--- src/rtl/temp_conv_pkg.sv ---
// Shared types, constants and the temperature conversion used by the table builder.
package temp_conv_pkg;

  localparam int unsigned TABLE_DEPTH = 256;
  localparam int unsigned F_OFFSET    = 32;
  localparam int unsigned DATA_W      = 8;
  localparam int unsigned ADDR_W      = 8;

  typedef enum logic [1:0] {IDLE, FILL, VERIFY, DONE} state_e;
  typedef enum logic {C2F = 1'b0, F2C = 1'b1} mode_e;

  // Same function feeds the FILL write data and the VERIFY expected value.
  function automatic logic [DATA_W-1:0] conv(input mode_e m, input logic [ADDR_W-1:0] a);
    logic [11:0]       t12;
    logic [10:0]       t11;
    logic [DATA_W-1:0] r;
    t12 = '0;
    t11 = '0;
    r   = '0;
    if (m == C2F) begin
      t12 = ({4'd0, a} * 12'd9) / 12'd5 + 12'(F_OFFSET);
      r   = (t12 > 12'd255) ? '1 : 8'(t12);
    end else if (a >= 8'(F_OFFSET)) begin
      t11 = ({3'd0, 8'(a - 8'(F_OFFSET))} * 11'd5) / 11'd9;
      r   = 8'(t11);
    end
    return r;
  endfunction

endpackage

--- src/rtl/temp_table_builder_ram.sv ---
// 256x8 single-port synchronous RAM, read-first, registered output, no reset.
module table_ram
  import temp_conv_pkg::*;
(
  input  logic              clk,
  input  logic              we_i,
  input  logic [ADDR_W-1:0] addr_i,
  input  logic [DATA_W-1:0] wdata_i,
  output logic [DATA_W-1:0] rdata_o
);

  logic [DATA_W-1:0] mem_q [TABLE_DEPTH];

  always_ff @(posedge clk) begin
    if (we_i) mem_q[addr_i] <= wdata_i;
    rdata_o <= mem_q[addr_i];
  end

endmodule

--- src/rtl/temp_table_builder.sv ---
// Builds a 256-entry C->F or F->C lookup table in RAM, reads it back to verify,
// then serves external reads of the completed table.
module temp_table_builder
  import temp_conv_pkg::*;
(
  input  logic       clk,
  input  logic       reset_n,
  input  logic       start,
  input  logic       mode,
  input  logic [7:0] rd_addr,
  output logic [7:0] rd_data,
  output logic       busy,
  output logic       done,
  output logic       error,
  output logic [7:0] err_addr
);

  state_e            state_q, state_d;
  mode_e             mode_q, mode_d;
  logic [8:0]        cnt_q, cnt_d;
  logic              done_q, done_d;
  logic              error_q, error_d;
  logic              valid_q, valid_d;
  logic              rd_ok_q, rd_ok_d;
  logic [7:0]        err_addr_q, err_addr_d;
  logic              accept;
  logic              ram_we;
  logic [ADDR_W-1:0] ram_addr, chk_addr;
  logic [DATA_W-1:0] ram_wdata, ram_rdata;

  assign accept = start && (state_q == IDLE || state_q == DONE);

  always_ff @(posedge clk or negedge reset_n) begin
    if (!reset_n) state_q <= IDLE;
    else          state_q <= state_d;
  end

  always_comb begin
    state_d = state_q;
    unique case (state_q)
      IDLE, DONE: if (accept) state_d = FILL;
      FILL:       if (cnt_q == 9'(TABLE_DEPTH - 1)) state_d = VERIFY;
      VERIFY:     if (cnt_q == 9'(TABLE_DEPTH)) state_d = DONE;
      default:    state_d = IDLE;
    endcase
  end

  always_comb begin
    busy      = (state_q == FILL) || (state_q == VERIFY);
    ram_we    = (state_q == FILL);
    ram_addr  = busy ? cnt_q[7:0] : rd_addr;
    ram_wdata = conv(mode_q, cnt_q[7:0]);
  end

  // VERIFY cycle n checks the word read in cycle n-1, hence the extra 257th cycle.
  always_comb begin
    cnt_d      = cnt_q;
    mode_d     = mode_q;
    error_d    = error_q;
    err_addr_d = err_addr_q;
    valid_d    = valid_q;
    chk_addr   = cnt_q[7:0] - 8'd1;
    if (accept) begin
      cnt_d      = '0;
      mode_d     = mode_e'(mode);
      error_d    = 1'b0;
      err_addr_d = '0;
      valid_d    = 1'b0;
    end else if (state_q == FILL) begin
      cnt_d = (state_d == VERIFY) ? '0 : cnt_q + 9'd1;
    end else if (state_q == VERIFY) begin
      cnt_d = cnt_q + 9'd1;
      if (cnt_q != '0 && ram_rdata != conv(mode_q, chk_addr)) begin
        error_d = 1'b1;
        if (!error_q) err_addr_d = chk_addr;
      end
      if (state_d == DONE) valid_d = 1'b1;
    end
    done_d  = (state_q == DONE) && !accept;
    rd_ok_d = valid_q && !busy && !accept;
  end

  always_ff @(posedge clk or negedge reset_n) begin
    if (!reset_n) begin
      mode_q     <= C2F;
      cnt_q      <= '0;
      done_q     <= 1'b0;
      error_q    <= 1'b0;
      err_addr_q <= '0;
      valid_q    <= 1'b0;
      rd_ok_q    <= 1'b0;
    end else begin
      mode_q     <= mode_d;
      cnt_q      <= cnt_d;
      done_q     <= done_d;
      error_q    <= error_d;
      err_addr_q <= err_addr_d;
      valid_q    <= valid_d;
      rd_ok_q    <= rd_ok_d;
    end
  end

  table_ram u_ram (
    .clk     (clk),
    .we_i    (ram_we),
    .addr_i  (ram_addr),
    .wdata_i (ram_wdata),
    .rdata_o (ram_rdata)
  );

  assign rd_data  = rd_ok_q ? ram_rdata : '0;
  assign done     = done_q;
  assign error    = error_q;
  assign err_addr = err_addr_q;

endmodule

--- config.mk ---
export PLATFORM = sky130hd
export DESIGN_NAME = temp_table_builder
export DESIGN_NICKNAME = d
export VERILOG_FILES = /design/src/rtl/temp_conv_pkg.sv /design/src/rtl/temp_table_builder_ram.sv /design/src/rtl/temp_table_builder.sv
export SDC_FILE = /design/constraint.sdc
export NUM_CORES = 2
export LEC_CHECK = 0
export ABC_CLOCK_PERIOD_IN_PS = 21800
export CORE_UTILIZATION = 32
export CTS_CLUSTER_SIZE = 20
export DETAILED_ROUTE_END_ITERATION = 12
export GPL_TIMING_DRIVEN = 0
export PLACE_DENSITY_LB_ADDON = 0.05
export SETUP_SLACK_MARGIN = 0.5
export SLEW_MARGIN = 20
export SYNTH_ARGS = -nofsm -noshare
export SYNTH_HDL_FRONTEND = slang
export SYNTH_HIERARCHICAL = 1
export SYNTH_SLANG_ARGS = --single-unit
--- constraint.sdc ---
create_clock -name clk -period 21.8 [get_ports clk]
set_input_delay 5.45 -clock clk [delete_from_list [all_inputs] [get_ports clk]]
set_output_delay 5.45 -clock clk [all_outputs]
set_load 0.05 [all_outputs]
Yosys cells after proc, flatten, opt, wreduce, memory -nomap -nowiden
Memory sizes are Yosys's and may differ from the RTL's. A register that Yosys moved wholly into a read port is not among the register bits.
Index checks and enable logic that the tools add are counted.

cells by class
  muxes and demuxes = 34
  shifts and indexed selects = 0
  reduce and logical (&&, ||, !) cells = 19
  add/subtract/negate cells = 6
  order comparisons = 4
  multipliers = 4
  bitwise logic cells = 0
  div/mod/pow operators = 4
  eq/ne operators = 10

operators by type and width
  cell                   number
  $mux 8                 16
  $mux 9                 4
  $add 12x6->12 const B  2
  $div 12x3->12 const B  2
  $gt 12x8->1 const B    2
  $mul 8x4->12 const B   2
  $div 11x4->11 const B  2
  $mul 8x3->11 const B   2
  $ge 8x6->1 const B     2
  $sub 8x6->8 const B    2
  $mux 1                 10
  $add 9x1->9 const B    1
  $eq 9x8->1 const B     1
  $eq 9x9->1 const B     1
  $reduce_bool 9->1      1
  $eq 2x2->1 const B     4
  $ne 8x8->1             1
  $sub 8x1->8 const B    1
  $mux 2                 3
  $pmux 2 s3             1
  $reduce_and 3->1       2
  $reduce_bool 2->1      3
  $logic_and 1x1->1      5
  $reduce_and 4->1       1
  other kinds (8)        10

storage, ports and cells
  memories = 1
  bits in registers = 24
  memory bits (read-only) = 0
  output and inout port bits = 19
  latch bits = 0
  bits in writable memories = 2,048
  logic and storage cells = 90

memory list
  memory       depth  bits a word  rd ports  clocked after Yosys merged registers in  wr ports  RTL line                      RTL
  u_ram.mem_q  256    8            1         1                                        1         temp_table_builder_ram.sv:12  logic [DATA_W-1:0] mem_q [TABLE_DEPTH];

Depth between registers and ports, before layout
  depth in word-level cells = 16
  gate-level depth with buffers = 35

Modules after synthesis
Netlist, hierarchy kept.

by module, submodules not included
  module              area an instance (um^2)  instances  cells an instance
  table_ram           78,492.8                 1          3,547
  temp_table_builder  7,928.9                  1          1,096

Least setup slack after synthesis
No wires, ideal clock.

  path kind = flip-flop to flip-flop
  start point = reg cnt_q[6]
  end point = mem u_ram.mem_q[0][3], data pin
  library setup time = 2.187 ns
  buffers on the path = 3
  path slack = 5.282 ns
  period minus slack after synthesis = 16.518 ns
  arrival time = 14.331 ns
  data required time = 19.613 ns
  cell stages (with the launch flop) = 19
  cells stage by stage = dfrtp_1 clkbuf_1 inv_1 clkbuf_1 ha_1 xor2_1 ha_1 ha_1 o21a_1 o21bai_1 and3_1 clkbuf_1 o21ai_0 nand2_1 o221a_2 o311ai_1 o31ai_1 and2_1 o21ai_0

on the way
  word-level cells in the longest chain between the ends = 6

ends and longest elaborated chain
  item                      RTL line                      RTL
  start: declaration        temp_table_builder.sv:20      logic [8:0] cnt_q, cnt_d;
  start signal: assignment  temp_table_builder.sv:94      cnt_q <= cnt_d;
  $mul 8x4->12              temp_conv_pkg.sv:21           t12 = ({4'd0, a} * 12'd9) / 12'd5 + 12'(F_OFFSET);
  $div 12x3->12             temp_conv_pkg.sv:21
  $add 12x6->12             temp_conv_pkg.sv:21
  $gt 12x8->1               temp_conv_pkg.sv:22           r = (t12 > 12'd255) ? '1 : 8'(t12);
  $mux 8                    temp_conv_pkg.sv:22
  $mux 8 (*)                temp_conv_pkg.sv:20           if (m == C2F) begin
  named net ram_wdata[3]    temp_table_builder.sv:29      logic [DATA_W-1:0] ram_wdata, ram_rdata;
  end: declaration          temp_table_builder_ram.sv:12

The timed path passes the listed nets; every way through them passes the cells marked *.

Final worst setup path
  start point = in rd_addr[3]
  end point = mem u_ram.mem_q[112][7] (enable)

on the way
  word-level cells in the longest chain between the ends = 1

ends and longest elaborated chain
  item                   RTL line                  RTL
  start: declaration     temp_table_builder.sv:10  input logic [7:0] rd_addr,
  $mux 8                 temp_table_builder.sv:51  ram_addr = busy ? cnt_q[7:0] : rd_addr;
  named net ram_addr[3]  temp_table_builder.sv:28  logic [ADDR_W-1:0] ram_addr, chk_addr;

The timed path passes the listed nets, and every way through them passes these cells.

==> metrics.md <==
| Metric | Value |
|---|---|
| Fin crit period | `10690 ps` |
| CTS tree | `built` |
| CP max stage delay | `810 ps` |
| Final worst path period share | `0.490` |
| Pwr per Cell Area | `79.5 nW/um^2` |
| Wirelength per Cell | `approximately 33 um` |
| Share of the synthesized area in the top cell type | `0.712` |
| Max-cap violations | `0` |
| Crit Reg-Reg Startpoint | `cnt_q[0]` |
| Min-delay src | `valid_q` |
| Finish-stage setup viols | `0` |
| CTS Root Cell | `clkbuf_16` |
| Register area share after synthesis | `0.720` |
| Arrival @ worst endpoint | `11160 ps` |
| Relative slew slack | `0.125` |
| GRT Total Usage | `0.212` |
| Core Area | `268000 sq um` |
| H-tree levels | `4` |
| R2R cell count | `30` |
| Largest area contributor in the netlist | `edfxtp_1` |
| Synth area leaders | `edfxtp_1, mux4_2, a22oi_1, nor2_1, a21oi_1` |
| Cells after DPL | `8355` |
| CTS buffer count | `~230` |
| DR iter-0 viols | `4667` |
| Number of distinct library cells after synthesis | `114` |
| Max Clock Skew | `54.9 ps` |
| Final core occ | `0.377` |
| Hold crit path type | `reg -> reg` |
| CTS Hold Bufs | `0` |
| CTS clk-pin slew, worst paths | `60 ps` |
| Commonest non-fill, non-tap cell in the layout | `edfxtp_1` |
| Worst hold stages | `2` |
| Vias in the first global route | `48067` |
| Layout area overhead | `17.1%` |
| Pre-Repair DR Iteration Count | `5` |
| Critical Path Most Common Cell | `buf_16` |
| Die width | `522 um` |
| Yosys reg bits | `2080` |
| Leakage | `~32 nW` |
| Clk buf depth | `4` |
| Final routed DRC violation total | `0` |
| Total Die Area | `272000 sq um` |
| WHS Endpoint | `valid_q` |
| Layout filler cell count | `24799` |
| Crit-path max FO | `10` |
| Worst Tran Pin Value | `around 1300 ps` |
| CP Class | `in -> reg` |
| Post-cts sizing count | `0` |
| Flop-to-flop setup slack | `approximately 11000 ps` |
| Final-report hold violation count | `0` |
| CTS Sinks | `2080` |
| Clock Latency Late Sink | `910 ps` |
| Initial Util | `0.322` |
| Peak supply drop | `0.0565 mV` |
| RSZ-0062 raised after global routing | `false` |
| Most frequent cells in the layout | `edfxtp_1, mux4_2, nor2_1` |
| GR Overflow Total | `0` |
| Primary FF master, synth | `edfxtp_1` |
| Syn nets | `4719` |
| Die height | `522 um` |
| Final wirelength | `290 mm` |
| Layout cell share with drive strength beyond 1 | `0.224` |
| Setup bufs post-CTS | `0` |
| Async set or reset register ratio after synthesis | `0.0115` |
| Synthesis warning total | `6` |
| Via count of the routed design | `47749` |
| Vias per cell | `5.44` |
| Pin count of the biggest net entering global routing | `61` |
| Max Fclk | `93.6 MHz` |
| Worst flop-to-flop path endpoint | `err_addr[3]` |
| Row cnt | `190` |
| Critical Path Slowest Stage Cell | `nor2_1` |
| Area of the mapped netlist | `86400 sq um` |
| Hold_ws | `508 ps` |
| Mean Syn Cell Area | `18.6 sq um` |
| Finished Layout Cells | `slightly below 9000` |
| Cell Chain, Critical Path | `clkdlybuf4s50_1 > mux2_2 > clkbuf_1 > nor2_1 > clkbuf_2 > buf_16 > clkbuf_1 > nand3_1 > clkbuf_2 > buf_16 > buf_16 > nor2_1` |
| Initial antenna violation count | `20` |
| CP Capture Type | `flip-flop` |
| Cells after Synth | `4643` |
| Antenna viol nets, final | `0` |
| I/O pin count | `31` |
| Gpl congestion | `roughly 0.86` |
| Startpoint types | `input pin` |
| Run status | `completed` |
| Post-synth EDFFs | `2048` |
| Dpl hpwl | `205 mm` |
| Nets@finish | `5115` |
| Wire length of the first global-routing pass | `398 mm` |
| Final slew viol count | `0` |
| Req. time, crit path | `between 20000 and 25000 ps` |
| PortBufs | `30` |
[cells by family after synthesis]
logic type | Yosys count | share of synthesized area
compound gates | 883 | 0.0731
fa+ha+maj | 69 | 0.0102
mux | 522 | 0.135
xor+xnor | 58 | 0.00588
flops | 2080 | 0.720
buf+inv | 344 | 0.0180
simple gates | 687 | 0.0376
[state kept, by name (all words and copies together), names as in the netlist]
name,flops
cnt_q,9
done,1
err_addr,8
error,1
mode_q,1
rd_ok_q,1
state_q,2
u_ram/mem_q,2048
u_ram/rdata_o,8
valid_q,1
[how the worst max path moves through the flow]
stage	startpoint	to	slack [ps]	cells after the start
2_1_floorplan	cnt_q[6]	u_ram/mem_q[0][3]	5280	18
3_3_place_gp	cnt_q[6]	u_ram/mem_q[158][3]	-15270	15
3_5_place_dp	rd_addr[3]	u_ram/mem_q[112][2]	10190	12
4_1_cts	cnt_q[0]	err_addr[3]	11080	30
5_1_grt	cnt_q[6]	err_addr[0]	10220	33
6_report	rd_addr[3]	u_ram/mem_q[112][7]	11110	12
[metrics by stage]
step                TNS [ps]  cell area [sq um]  setup WS, ps  total power, mW
floorplan                  0              86400          5280             4.41
global placement    -8770400              91200        -15270             4.41
detailed placement         0              94100         10190             4.41
CTS                        0             101000         11080             8.15
global route               0             101000         10220             8.28
finish                     0             101000         11110             8.05
[area by class of cell]
| type | count | area (sq um) | area share |
|---|---|---|---|
| sequential | 2080 | 62300 | 0.615 |
| multi-input combinational | 2219 | 22900 | 0.227 |
| clock buffer | 290 | 6130 | 0.0606 |
| tap | 3552 | 4440 | 0.0439 |
| timing repair buffer | 161 | 2850 | 0.0282 |
| buffer | 286 | 1390 | 0.0137 |
| clock inverter | 134 | 953 | 0.00942 |
| inverter | 58 | 218 | 0.00215 |
| antenna | 4 | 10.0 | 0.0000989 |
[critical path: cells and delay by family]
family,cells,cell delay (ps)
and+or+nand+nor,3,2220
muxes,1,370
buffers and inverters,8,3070
[report_power, final]
group / internal (mW) / switching (mW) / total, mW
combinational: 0.00166 / 0.00199 / 0.00365
clock: 2.12 / 1.60 / 3.72
sequential: 4.32 / 0 / 4.32
[per-layer routing]
metal | GRT usage | vias to the layer above | share of wire
met5 | 0 | - | 0.000048
met4 | 0.0589 | 2 | 0.029
met3 | 0.0351 | 343 | 0.054
met2 | 0.347 | 1425 | 0.48
met1 | 0.290 | 25732 | 0.44
li1 | - | 20247 | -
[synthesized netlist by cell type, types with 24 or more instances]
| master | instances |
|---|---|
| nand3_1 | 48 |
| mux4_2 | 512 |
| edfxtp_1 | 2048 |
| o21ai_0 | 64 |
| clkbuf_1 | 180 |
| nor2_1 | 318 |
| o41ai_1 | 36 |
| buf_2 | 43 |
| buf_1 | 27 |
| a21oi_1 | 208 |
| ha_1 | 60 |
| a22oi_1 | 265 |
| dfrtp_1 | 24 |
| xnor2_1 | 39 |
| inv_1 | 53 |
| nor3_1 | 71 |
| nand2_1 | 100 |
| a21o_1 | 29 |
Note: power is estimated with default switching activity, not from simulation.
